## config.mk

```make
export PLATFORM = sky130hd
export DESIGN_NAME = dual_shift_sequencer
export DESIGN_NICKNAME = d
export VERILOG_FILES = /design/src/rtl/dual_shift_pkg.sv /design/src/rtl/seq_cmd_buffer.sv /design/src/rtl/dual_shift_sequencer.sv
export SDC_FILE = /design/constraint.sdc
export NUM_CORES = 1
export LEC_CHECK = 0
export CORE_ASPECT_RATIO = 0.75
export CORE_MARGIN = 8
export CORE_UTILIZATION = 30
export DETAILED_ROUTE_END_ITERATION = 8
export PLACE_DENSITY_LB_ADDON = 0.25
export RECOVER_POWER = 50
export SYNTH_ARGS = -nofsm -noshare
export SYNTH_HDL_FRONTEND = slang
export SYNTH_SLANG_ARGS = --single-unit
```

## constraint.sdc

```tcl
create_clock -name clk -period 2.1 [get_ports clk]
set_clock_uncertainty 0.05 [all_clocks]
set_input_delay 0.21 -clock clk [delete_from_list [all_inputs] [get_ports clk]]
set_output_delay 0.21 -clock clk [all_outputs]
set_load 0.01 [all_outputs]
```

## src/rtl/dual_shift_pkg.sv

```systemverilog
// Shared types and constants for the dual shift register command sequencer.
package dual_shift_pkg;

  localparam int unsigned DSR_WIDTH = 8;
  localparam int unsigned DSR_CNT_W = 4;

  typedef enum logic [1:0] {
    IDLE  = 2'd0,
    LOAD  = 2'd1,
    SHIFT = 2'd2,
    DONE  = 2'd3
  } seq_state_t;

  typedef struct packed {
    logic [DSR_WIDTH-1:0] data0;
    logic [DSR_WIDTH-1:0] data1;
    logic [1:0]           mask;
    logic [DSR_CNT_W-1:0] shamt;
  } seq_cmd_t;

  // A shift count larger than the byte width is equivalent to a full flush.
  function automatic logic [DSR_CNT_W-1:0] clamp_shamt(input logic [DSR_CNT_W-1:0] shamt);
    if (shamt > DSR_CNT_W'(DSR_WIDTH)) begin
      return DSR_CNT_W'(DSR_WIDTH);
    end
    return shamt;
  endfunction

endpackage

```

## src/rtl/seq_cmd_buffer.sv

```systemverilog
// One-entry command holding register used when SEQ_SKID_BUFFER_EN is defined.
module seq_cmd_buffer
  import dual_shift_pkg::*;
(
  input  logic     clk,
  input  logic     rst,
  input  logic     push,
  input  seq_cmd_t push_cmd,
  input  logic     pop,
  output logic     full,
  output seq_cmd_t cmd
);

  // Capture on push, release on pop; push wins if both occur.
  always_ff @(posedge clk) begin
    if (rst) begin
      full <= 1'b0;
      cmd  <= '0;
    end else if (push) begin
      full <= 1'b1;
      cmd  <= push_cmd;
    end else if (pop) begin
      full <= 1'b0;
    end
  end

endmodule

```

## src/rtl/dual_shift_sequencer.sv

```systemverilog
// Command sequencer driving load/shift strobes for a pair of shift registers.
// Optional one-entry command buffer enabled by defining SEQ_SKID_BUFFER_EN.
module dual_shift_sequencer
  import dual_shift_pkg::*;
#(
  parameter int unsigned WIDTH = DSR_WIDTH,
  parameter int unsigned CNT_W = DSR_CNT_W
) (
  input  logic             clk,
  input  logic             rst,
  input  logic             in_valid,
  output logic             in_ready,
  input  logic [WIDTH-1:0] in_data0,
  input  logic [WIDTH-1:0] in_data1,
  input  logic [1:0]       in_mask,
  input  logic [CNT_W-1:0] in_shamt,
  output logic             load0,
  output logic             load1,
  output logic [WIDTH-1:0] data0,
  output logic [WIDTH-1:0] data1,
  output logic             shift0,
  output logic             shift1,
  output logic             busy,
  output logic             done
);

  seq_state_t       state;
  seq_state_t       state_next;
  seq_cmd_t         in_cmd;
  seq_cmd_t         start_cmd;
  seq_cmd_t         cmd_q;
  logic [CNT_W-1:0] cnt_q;
  logic             start;

  // Pack the incoming command with the shift count already clamped.
  always_comb begin
    in_cmd       = '0;
    in_cmd.data0 = DSR_WIDTH'(in_data0);
    in_cmd.data1 = DSR_WIDTH'(in_data1);
    in_cmd.mask  = in_mask;
    in_cmd.shamt = clamp_shamt(DSR_CNT_W'(in_shamt));
  end

`ifdef SEQ_SKID_BUFFER_EN
  logic     buf_full;
  logic     buf_push;
  logic     buf_pop;
  seq_cmd_t buf_cmd;

  // Commands arriving while a command is in flight park in the buffer.
  assign buf_push  = in_valid && !buf_full && ((state == LOAD) || (state == SHIFT));
  assign buf_pop   = (state == DONE) && buf_full;
  assign start     = buf_pop ||
                     (in_valid && !buf_full && ((state == IDLE) || (state == DONE)));
  assign start_cmd = buf_pop ? buf_cmd : in_cmd;

  seq_cmd_buffer u_cmd_buffer (
    .clk      (clk),
    .rst      (rst),
    .push     (buf_push),
    .push_cmd (in_cmd),
    .pop      (buf_pop),
    .full     (buf_full),
    .cmd      (buf_cmd)
  );
`else
  assign start     = in_valid && in_ready;
  assign start_cmd = in_cmd;
`endif

  // State register.
  always_ff @(posedge clk) begin
    if (rst) begin
      state <= IDLE;
    end else begin
      state <= state_next;
    end
  end

  // Captured command and remaining shift count.
  always_ff @(posedge clk) begin
    if (rst) begin
      cmd_q <= '0;
      cnt_q <= '0;
    end else if (start) begin
      cmd_q <= start_cmd;
      cnt_q <= CNT_W'(start_cmd.shamt);
    end else if (state == SHIFT) begin
      cnt_q <= cnt_q - CNT_W'(1);
    end
  end

  // Next-state logic.
  always_comb begin
    state_next = state;
    case (state)
      IDLE:    if (start) state_next = LOAD;
      LOAD:    state_next = (cnt_q != '0) ? SHIFT : DONE;
      SHIFT:   if (cnt_q <= CNT_W'(1)) state_next = DONE;
      DONE:    state_next = start ? LOAD : IDLE;
      default: state_next = IDLE;
    endcase
  end

  // Strobe, status and handshake decode from the current state.
  always_comb begin
    load0    = 1'b0;
    load1    = 1'b0;
    shift0   = 1'b0;
    shift1   = 1'b0;
    busy     = 1'b0;
    done     = 1'b0;
`ifdef SEQ_SKID_BUFFER_EN
    in_ready = !buf_full;
`else
    in_ready = 1'b0;
`endif
    case (state)
      IDLE: begin
`ifndef SEQ_SKID_BUFFER_EN
        in_ready = 1'b1;
`endif
      end
      LOAD: begin
        load0 = cmd_q.mask[0];
        load1 = cmd_q.mask[1];
        busy  = 1'b1;
      end
      SHIFT: begin
        shift0 = cmd_q.mask[0];
        shift1 = cmd_q.mask[1];
        busy   = 1'b1;
      end
      DONE: begin
        done = 1'b1;
`ifndef SEQ_SKID_BUFFER_EN
        in_ready = 1'b1;
`endif
      end
      default: begin
        busy = 1'b0;
      end
    endcase
  end

  assign data0 = WIDTH'(cmd_q.data0);
  assign data1 = WIDTH'(cmd_q.data1);

endmodule

```

==> flow_summary.yaml, run 1 <==
global_routing:
  overflow: 0
  grt_max_degree: 26
  grt_pass1_vias: 1041
  grt_first_pass_wirelength_um: 4790
  gr-usage-all-layers: 0.0953
  antenna_found_initial: 0
timing:
  period_share: 0.927
  min_period_ns: 1.95
  fin_tns_setup_ns: 0
  worstMarginPinSlew_ns: 0.483
  whs_ns: 0.405
  hold_viol_final: 0
  fmax_ghz: 0.514
  drv_slew: 0
  finalSetupViolCount: 0
  rsz0062_at_grt: "no"
  slew_headroom: 0.678
outcome:
  outcome: "completed"
setup_path:
  cp-start-kind: "flip-flop"
  cp.arrival_ns: 1.69
  cpPeakStageDelay_ns: 0.54
  slowest_stage: "clkdlybuf4s50_1"
  ff2ff_path_depth: 6
  worstPathCellList: "inv_1 -> ha_2 -> and2_1 -> clkdlybuf4s50_1"
  critPathTopFamily: "buffers and inverters"
  crit_path_end_kind: "output pin"
  path_class: "flip-flop to output pin"
  path_buf_inv: 2
  cp.required_ns: 1.84
  critPathMaxFanout: 9
  path_depth: 4
layout:
  fin_util: 0.418
  multi_input_area_sq_um: 536
  antenna_cells: 0
  final_cells: 232
  final_cell_mix: "39 x nand2_1, 30 x clkdlybuf4s50_1, 24 x dfxtp_1"
  nets: 210
  seq_area_sq_um: 480
  drive_above_1_share: 0.0678
  fillers: 404
  final_common_cell: "nand2_1"
  area_delta_synth_final_pct: 37.3
route:
  ant_nets: 0
  wl_per_cell_um: 12.5
  dr.pass1.iters: 4
  via_count: 990
  wirelength_um: 2900
  first_iter_violations: 45
  via_per_inst: 4.27
  drc: 0
placement:
  gp_congestion: 0.710
  dp_hpwl_um: 2250
  port_buffers: 47
  place_inst: 229
yosys:
  syn-cell-area_sq_um: 1200
  synthAdderAreaFrac: 0.0624
  synth-compound-area-share: 0.135
  synth_top_family_by_area: "simple AND/OR/NAND/NOR gates"
  yosys_warnings: 0
  synth-xor-area-share: 0.0218
  syn_inst: 147
  synthSimpleGateAreaFrac: 0.215
  ys_seq_area_frac: 0.399
  ys_ff_latch: 24
  ys_types: 26
  syn-num-nets: 178
  syn_area_per_cell_sq_um: 8.19
  yosys-mux-area-fraction: 0.00832
clocking:
  cts_sinks: 24
  cts_root_buffer: "clkbuf_8"
  cts_hold_buf: 0
  cts_made_buffers: 3
  clk_path_buf_depth: 2
  h-tree-depth: 1
  clk_pin_slew_ns: 0.08
  post_cts_resized: 0
  postCtsSetupBuffers: 0
  clkLatencyLatePin_ns: 0.26
  cts_tree: "built"
power_and_ir_drop:
  vdd_drop_max_mv: 0.569
  power.density_nw_per_um2: 1110
  p_leak_nw: 0.659
floorplan:
  ios: 48
  design.die.area_sq_um: 6320
  core_sq_um: 3950
  die_x_um: 89.1
  die_h_um: 70.9
  start_util: 0.304
  rows: 20
worst_hold_path:
  hold_path_depth: 2
  hp-class: "flip-flop to flip-flop"
flow_run:
  max_cap_violations: 0
-- power by group --
group | leakage [nW] | total (mW) | switching, mW | internal [mW]
logic | 0.440 | 0.910 | 0.454 | 0.456
clock network | 0.0216 | 0.268 | 0.140 | 0.128
registers | 0.197 | 0.650 | 0.0806 | 0.569
-- flip-flops by register name, indices dropped and copies added (netlist names) --
name	cells
data1	8
state	2
cmd_q	2
data0	8
cnt_q	4
-- stage by stage --
| stage | total power [mW] | area (sq um) | worst slack, ns |
|---|---|---|---|
| after floorplan | 1.32 | 1200 | 0.513 |
| after global placement | 1.58 | 1610 | 0.348 |
| after detailed placement | 1.61 | 1610 | 0.275 |
| after CTS | 1.88 | 1650 | 0.0404 |
| after global routing | 1.98 | 1650 | 0.0555 |
| final | 1.83 | 1650 | 0.154 |
-- tightest hold or removal path, delay by kind of cell, from the launching register on --
kind | cells | cell delay [ns]
flip-flops | 1 | 0.31
AND/OR/NAND/NOR | 1 | 0.05
AO/OA/AOI/OAI | 1 | 0.05
-- cell type report --
type	instances	share of cell area
clock buffer	3	0.0250
sequential	24	0.291
tap	55	0.0416
multi-input combinational	93	0.324
inverter	5	0.0114
timing repair buffer	52	0.307
-- synthesized netlist by cell type (all sizes together) --
library cell	instances	area, sq um
nand2	39	146
o211ai	1	7.51
a21oi	22	110
inv	5	18.8
o21ai	1	5.00
buf	21	156
clkbuf	4	15.0
o21a	1	7.51
nor4b	1	23.8
xnor2	2	17.5
xor2	1	8.76
nor2b	1	6.26
nand2b	3	18.8
a22oi	1	12.5
dfxtp	24	480
nor3b	1	7.51
nand3b	2	15.0
and2	4	25.0
nor2	3	11.3
ha	6	75.1
a211oi	2	20.0
nand3	1	5.00
mux2i	1	10.0
-- kinds of logic after synthesis --
group	Yosys count
buf+inv	30
compound gates	28
mux	1
flops	24
fa+ha+maj	6
xor+xnor	3
simple gates	55
-- path summary, 6_finish.rpt --
path                            slack [ns]       end  startpoint
worst min register to register        0.40  data1[6]    data1[6]
worst min-delay path                  0.40  data1[6]    data1[6]
worst max-delay path                  0.15    shift1    state[0]
worst max register to register        0.27  data0[4]    state[0]
-- metal layers --
layer | track usage | vias up | routed length [um]
met3 | 0.0556 | 0 | 330
li1 | - | 514 | -
met4 | 0.0165 | 0 | 0
met1 | 0.101 | 445 | 1190
met2 | 0.161 | 31 | 1390
met5 | 0 | - | 0
Power figures use the tool's default switching activity.
==> run 2, diff against run 1 <==
CTS_BUF_LIST = sky130_fd_sc_hd__clkbuf_16   (was unset)
==> run 2 against run 1 <==
  * Routed wire length increased by 0.10%
  * Sequential share of layout area decreased by 0.58 points
  * Total power increased by 7.3%
  * Non-clock buffer count unchanged
  * Clock power increased by 49%
  * Via count unchanged
  * Utilization increased by 0.85 points
  * Final cell count unchanged
  * Setup slack improved by 0.021 ns
  * Clock-buffer cell count unchanged
  * Register-to-register slack got worse by 0.02 ns
==> flow_summary.yaml, run 2 (synthesis gave the netlist of run 1 again) <==
clocking:
  cts_sinks: 24
  postCtsSetupBuffers: 0
  cts_root_buffer: "clkbuf_16"
  h-tree-depth: 1
  clk_pin_slew_ns: 0.06
  clk_path_buf_depth: 2
  cts_tree: "built"
  clkLatencyLatePin_ns: 0.25
  cts_made_buffers: 3
  cts_hold_buf: 0
route:
  via_per_inst: 4.27
  drc: 0
  first_iter_violations: 51
  ant_nets: 0
  wl_per_cell_um: 12.5
  wirelength_um: 2910
  dr.pass1.iters: 4
  via_count: 990
floorplan:
  core_sq_um: 3950
  die_x_um: 89.1
  die_h_um: 70.9
  ios: 48
  design.die.area_sq_um: 6320
  rows: 20
  start_util: 0.304
timing:
  worstMarginPinSlew_ns: 0.511
  hold_viol_final: 0
  period_share: 0.917
  fin_ws_ns: 0.174
  rsz0062_at_grt: "no"
  fmax_ghz: 0.519
  min_period_ns: 1.93
  slew_headroom: 0.659
  drv_slew: 0
  whs_ns: 0.402
  fin_tns_setup_ns: 0
  finalSetupViolCount: 0
placement:
  placed_area_sq_um: 1610
  place_inst: 229
  gp_congestion: 0.710
  pre_cts_slack_ns: 0.275
  port_buffers: 47
  dp_hpwl_um: 2250
power_and_ir_drop:
  sw_frac_of_total: 0.349
  power.density_nw_per_um2: 1160
  p_leak_nw: 0.674
  internal_power_mw: 1.28
  power.total_mw: 1.96
  power.share.combinational: 0.465
  power_frac_clock: 0.204
  p_switching_mw: 0.685
  p_seq_frac: 0.332
  vdd_drop_max_mv: 0.477
layout:
  drive_above_1_share: 0.0678
  final_cells: 232
  antenna_cells: 0
  fin_util: 0.427
  nets: 210
  final_cell_mix: "39 x nand2_1, 30 x clkdlybuf4s50_1, 24 x dfxtp_1"
  fillers: 403
  final_common_cell: "nand2_1"
  seq_area_sq_um: 480
  multi_input_area_sq_um: 536
  area_delta_synth_final_pct: 40.1
  finalInstanceArea_sq_um: 1690
global_routing:
  overflow: 0
  grt_pass1_vias: 1038
  antenna_found_initial: 0
  gr-usage-all-layers: 0.0968
  grt_max_degree: 26
  grt_first_pass_wirelength_um: 4840
flow_run:
  max_cap_violations: 0
outcome:
  outcome: "completed"
setup_path:
  critPathMaxFanout: 9
  path_class: "flip-flop to output pin"
  cp.arrival_ns: 1.67
  cp-start-kind: "flip-flop"
  crit_path_end_kind: "output pin"
  cp.required_ns: 1.84
worst_hold_path:
  hp-class: "flip-flop to flip-flop"
-- run 2: cell count changes in the layout (fill, tap and decap cells not counted) --
cell,before,now
clkbuf_8,3,0
clkbuf_16,0,3
-- run 2: area by class of cell --
class,instances,area share
Sequential cell,24,0.285
Inverter,5,0.0111
Clock buffer,3,0.0445
Timing Repair Buffer,52,0.301
Multi-Input combinational cell,93,0.318
Tap cell,55,0.0408
-- run 2: path summary, 6_finish.rpt --
kind | slack, ns | startpoint | depth (start not counted) | to
max | 0.17 | state[0] | 4 | shift1
min | 0.40 | data0[6] | 2 | data0[6]
max reg2reg | 0.25 | state[0] | 6 | data0[4]
min reg2reg | 0.40 | data0[6] | 2 | data0[6]
-- run 2: critical path: stages, from the launching register on --
cell,delay (ns)
dfxtp_1,0.33
inv_1,0.09
ha_2,0.30
and2_1,0.15
clkdlybuf4s50_1,0.54
-- run 2: repair_timing --
action	in CTS	in global routing
resized for setup	0	1
endpoints found under the hold margin	0	0
endpoints found under the setup margin	0	1
-- run 2: layer usage --
metal,up-vias,part of all wire,track usage
met3,0,0.11,0.0556
met5,-,0,0
met1,444,0.42,0.104
met2,29,0.47,0.160
li1,517,-,-
met4,0,0,0.0202
-- run 2: power groups by stage --
| stage | clock, mW | sequential, mW | combinational (mW) |
|---|---|---|---|
| floorplan | 0 | 0.644 | 0.672 |
| global placement | 0 | 0.656 | 0.924 |
| detailed placement | 0 | 0.663 | 0.946 |
| CTS | 0.418 | 0.654 | 0.949 |
| global route | 0.439 | 0.669 | 1.02 |
| finish | 0.399 | 0.651 | 0.912 |
==> RTL change 1 (config.mk and constraints of run 2) <==
Make the reset (`rst`) asynchronous in 2 clocked blocks.
--- a/src/rtl/dual_shift_sequencer.sv
+++ b/src/rtl/dual_shift_sequencer.sv
@@ -70,5 +70,5 @@
 
   // State register.
-  always_ff @(posedge clk) begin
+  always_ff @(posedge clk or posedge rst) begin
     if (rst) begin
       state <= IDLE;
@@ -79,5 +79,5 @@
 
   // Captured command and remaining shift count.
-  always_ff @(posedge clk) begin
+  always_ff @(posedge clk or posedge rst) begin
     if (rst) begin
       cmd_q <= '0;
Formal check against the unedited RTL: differs if rst is asserted again (counterexample within 4 cycles, from zero or initial values and one cycle with rst high); with rst held inactive, the same outputs for 10 cycles.
==> RTL change 1 against run 2 <==
Worst setup slack got worse by 79 ps; sequential cell count unchanged; power is 48% higher; wire length decreased by 2.0%; final area up 8.8%; sequential share of layout area grew 4.2 points; synthesized area up 12%; global-route usage fell by 0.82 points; critical path type unchanged; critical endpoint is now in_ready.
==> RTL change 1: results (changes against run 2) <==
outcome:
  status: "complete, no violations"  # unchanged
critical_path:
  critPathArrivalTime_ps: 1740  # was 1670 ps
  timing.rr.end: "cnt_q[3]"  # was data0[4]
  r2r_slack_ps: 350  # was 250 ps
  r2r_start: "state[0]"  # unchanged
  reg2reg_depth: 6  # unchanged
  crit_fanout: 6  # was 9
placed_design:
  gp_congestion: 0.834  # was 0.710
  post-dp-hpwl_mm: 2.26  # was 2.25 mm
  place_area_sq_um: 1760  # was 1610 sq um
  dp_cells: 192  # was 229
  dp_slack_ps: 298  # was 275 ps
  io_buffer_count: 47  # unchanged
detailed_routing:
  drtIter0Drc: 26  # was 51
  wl_met3_um: 296  # was 321 um
  routed-wl-met2_mm: 1.35  # was 1.38 mm
  wl_met1_mm: 1.18  # was 1.21 mm
  finalWirelength_mm: 2.85  # was 2.91 mm
  highest_layer: "met4"  # was met3
  vias: 854  # was 990
final_layout:
  drive_gt1_frac: 0.217  # was 0.0678
  nNetsFinal: 171  # was 210
  final_util: 0.418  # was 0.427
  fillCellCount: 399  # was 403
  antenna_cells: 0  # unchanged
  instances_no_fill: 195  # was 232
pwr:
  power.net_switching_uw: 965  # was 685 uW
  ir_drop_mv: 0.807  # was 0.477 mV
  p_leak_nw: 0.787  # was 0.674 nW
sta:
  slew_headroom: 0.163  # was 0.659
  timing.hold.ws_ps: 456  # was 402 ps
  period_needed_ps: 2000  # was 1930 ps
  final_hold_viol_count: 0  # unchanged
clocking:
  insertion_delay_ps: 250  # about the same
  numCtsBuffers: 3  # unchanged
  clk_pin_slew_ps: 60  # about the same
synth:
  syn_avg_cell_area_sq_um: 12.9  # was 8.19 sq um
  synth_common_cells: "dfrtp_1, buf_4, mux2_4"  # was nand2_1, dfxtp_1, a21oi_1, buf_4, ha_1
  async_flop_share: 1.00  # was 0
  yosysUniqueCellTypes: 24  # was 26
  synthTopCellsByArea: "dfrtp_1, mux2_4, buf_4, ha_1, mux2_2"  # was dfxtp_1, nand2_1, buf_4, a21oi_1, ha_1
  postSynthNetCount: 136  # was 178
  yosysSeqAreaShare: 0.444  # was 0.399
  synth-edff-count: 0  # unchanged
min_path:
  holdCritStartpoint: "data0[6]"  # unchanged
  min_delay_path_depth: 1  # was 2
  worstHoldEndpoint: "data0[6]"  # unchanged
grt:
  antenna_found_initial: 0  # unchanged
  grtUsageMet1: 0.0968  # was 0.104
  grt_pass1_vias: 946  # was 1,038
  grt_start_max_net_pins: 27  # was 26
  grt_usage: 0.0886  # was 0.0968
  grt_use_met3: 0.0494  # was 0.0556
  grt_use_met2: 0.147  # was 0.160
  grt_pass1_wl_mm: 4.76  # was 4.84 mm
-- RTL change 1: area by class of cell --
class                      instances  area, sq um  share of cell area
multi-input combinational         55          564               0.307
clock buffer                       3         75.1              0.0409
timing repair buffer              50          502               0.273
sequential                        24          601               0.327
inverter                           6         22.5              0.0123
tap                               57         71.3              0.0389
-- RTL change 1: power by group through the flow --
stage	combinational (mW)	sequential [mW]	clock [mW]
final	1.63	0.877	0.393
after global routing	1.78	0.919	0.441
after CTS	1.70	0.888	0.409
after detailed placement	1.68	0.889	0
after global placement	1.67	0.873	0
after floorplan	1.29	0.839	0
-- RTL change 1: worst max-delay path by stage --
stage                         from  endpoint
after global placement    state[0]  in_ready
final                     state[1]  in_ready
after CTS                 state[0]  in_ready
after global routing      state[0]  in_ready
after floorplan           state[0]  cmd_q[5]
after detailed placement  state[0]  in_ready
-- RTL change 1: logic make-up (layout without fill, tap and decap cells) --
| family | after synthesis | in the layout | synth area share |
|---|---|---|---|
| AOI/OAI and AO/OA | 11 | 11 | 0.0611 |
| adders and majority gates | 6 | 6 | 0.0555 |
| buffers and inverters | 26 | 59 | 0.141 |
| DFF | 24 | 24 | 0.444 |
| xor gates and xnor gates | 3 | 3 | 0.0194 |
| muxes | 19 | 19 | 0.194 |
| and+or+nand+nor | 16 | 16 | 0.0851 |
-- RTL change 1: critical path: stages, from the launching register on --
cell and delay [ps]:
dfrtp_1 440, inv_1 110, ha_2 310, inv_1 100, clkdlybuf4s50_1 540
-- RTL change 1: timing repair --
| item | 4_1_cts | 5_1_grt |
|---|---|---|
| hold endpoints to repair | 0 | 0 |
| setup endpoints to repair | 0 | 3 |
| gates resized for setup | 0 | 2 |
==> RTL change 2 (flow settings as in run 2) <==
Without the edit above. Build with the macro `SEQ_SKID_BUFFER_EN` defined.
--- a/src/rtl/dual_shift_sequencer.sv
+++ b/src/rtl/dual_shift_sequencer.sv
@@ -1,4 +1,6 @@
 // Command sequencer driving load/shift strobes for a pair of shift registers.
 // Optional one-entry command buffer enabled by defining SEQ_SKID_BUFFER_EN.
+`define SEQ_SKID_BUFFER_EN
+
 module dual_shift_sequencer
   import dual_shift_pkg::*;
Formal check against the unedited RTL: not equivalent (Yosys sat finds a counterexample within 4 cycles, from zero or initial values and one cycle with rst high).
==> RTL change 2 against run 2 <==
Power is 69% higher; worst setup slack worse by 88 ps; fmax is 4.4% lower; sequential power is 89% higher; non-clock buffer count is 2 higher; critical path type unchanged; final area is 68% higher; sequential cell count is 23 higher; synthesized area is 84% higher; wire length is 79% higher; hold slack worse by 63 ps.
==> RTL change 2: results (changes against run 2) <==
final_layout:
  buffers: 54  # was 52
  multi_input_area_share: 0.372  # was 0.318
  final-nonclk-buf-share: 0.195  # was 0.301
  fillCellCount: 746  # was 403
  n_clock_buffer: 5  # was 3
  top_register: "u_cmd_buffer.cmd"
  nNetsFinal: 318  # was 210
  n_all_inverters: 6  # was 5
  clkCellAreaFrac: 0.0473  # was 0.0445
  multi_input_cells: 172  # was 93
  drive_gt1_frac: 0.0559  # was 0.0678
critical_path:
  timing.rr.end: "state[1]"  # was data0[4]
  crit_fanout: 4  # was 9
  critPathArrivalTime_ps: 1750  # was 1670 ps
placed_design:
  dp_slack_ps: 184  # was 275 ps
  post-dp-hpwl_mm: 3.57  # was 2.25 mm
  gp_congestion: 0.752  # was 0.710
  place_area_sq_um: 2690  # was 1610 sq um
pwr:
  p_leak_nw: 1.11  # was 0.674 nW
  sequentialPower_mw: 1.23  # was 651 uW
  ir_drop_mv: 0.404  # was 0.477 mV
  power_frac_comb: 0.406  # was 0.465
  swShare: 0.341  # was 0.349
synth:
  synth_common_cells: "dfxtp_1, nand2_1, a21oi_1, nor2_1"  # was nand2_1, dfxtp_1, a21oi_1, buf_4, ha_1
  postSynthNetCount: 289  # was 178
  yosysUniqueCellTypes: 30  # was 26
  ys_seq_elements: 47  # was 24
  syn_avg_cell_area_sq_um: 8.60  # was 8.19 sq um
detailed_routing:
  firstDrtPassIters: 4  # unchanged
  drtIter0Drc: 63  # was 51
  finalWirelength_mm: 5.21  # was 2.91 mm
  vias: 1760  # was 990
min_path:
  hp-class: "primary input to register"  # was register to register
  holdCritStartpoint: "rst"  # was data0[6]
  worstHoldEndpoint: "u_cmd_buffer.cmd[13]"  # was data0[6]
clocking:
  htreeDepth: 2  # was 1
  insertion_delay_ps: 280  # was 250 ps
grt:
  grt_usage: 0.102  # was 0.0968
  grt_start_max_net_pins: 39  # was 26
  grt_pass1_wl_mm: 8.71  # was 4.84 mm
sta:
  timing.hold.ws_ps: 338  # was 402 ps
outcome:
  status: "complete, no violations"  # unchanged
## RTL change 2: cell count changes after synthesis, moves of 3 or more
cell | run 2 | this run
a21oi_1 | 22 | 25
a211oi_1 | 1 | 19
a22oi_1 | 0 | 3
clkbuf_1 | 4 | 9
nor2b_1 | 1 | 4
nand2_1 | 39 | 46
nor2_1 | 3 | 24
dfxtp_1 | 24 | 47
mux2i_1 | 1 | 19
## RTL change 2: how the worst max path moves through the flow
| stage | end | depth (start not counted) | slack [ps] |
|---|---|---|---|
| final | busy | 4 | 90 |
| after global routing | state[1] | 6 | 10 |
| after CTS | busy | 4 | 10 |
| after detailed placement | state[1] | 6 | 180 |
| after global placement | cnt_q[1] | 7 | 240 |
| after floorplan | state[1] | 6 | 210 |
## RTL change 2: logic make-up (layout without fill, tap and decap cells)
logic type | Yosys count | in the layout | synth area share
muxes | 19 | 19 | 0.0860
DFF | 47 | 47 | 0.426
xor gates and xnor gates | 3 | 3 | 0.0119
and+or+nand+nor | 89 | 89 | 0.181
adders and majority gates | 7 | 7 | 0.0396
buffers and inverters | 38 | 67 | 0.101
AOI/OAI and AO/OA | 54 | 54 | 0.156
## RTL change 2: per-layer routing
| layer | vias to the layer above | GRT usage | share of wire |
|---|---|---|---|
| li1 | 912 | - | - |
| met5 | - | 0 | 0 |
| met3 | 2 | 0.0454 | 0.075 |
| met2 | 41 | 0.154 | 0.42 |
| met4 | 0 | 0.0164 | 0.0021 |
| met1 | 805 | 0.133 | 0.50 |
## RTL change 2: through the flow
step / instances / utilization
CTS: 387 / 0.391
global placement: 380 / 0.372
global route: 387 / 0.391
finish: 387 / 0.391
detailed placement: 380 / 0.372
floorplan: 257 / -
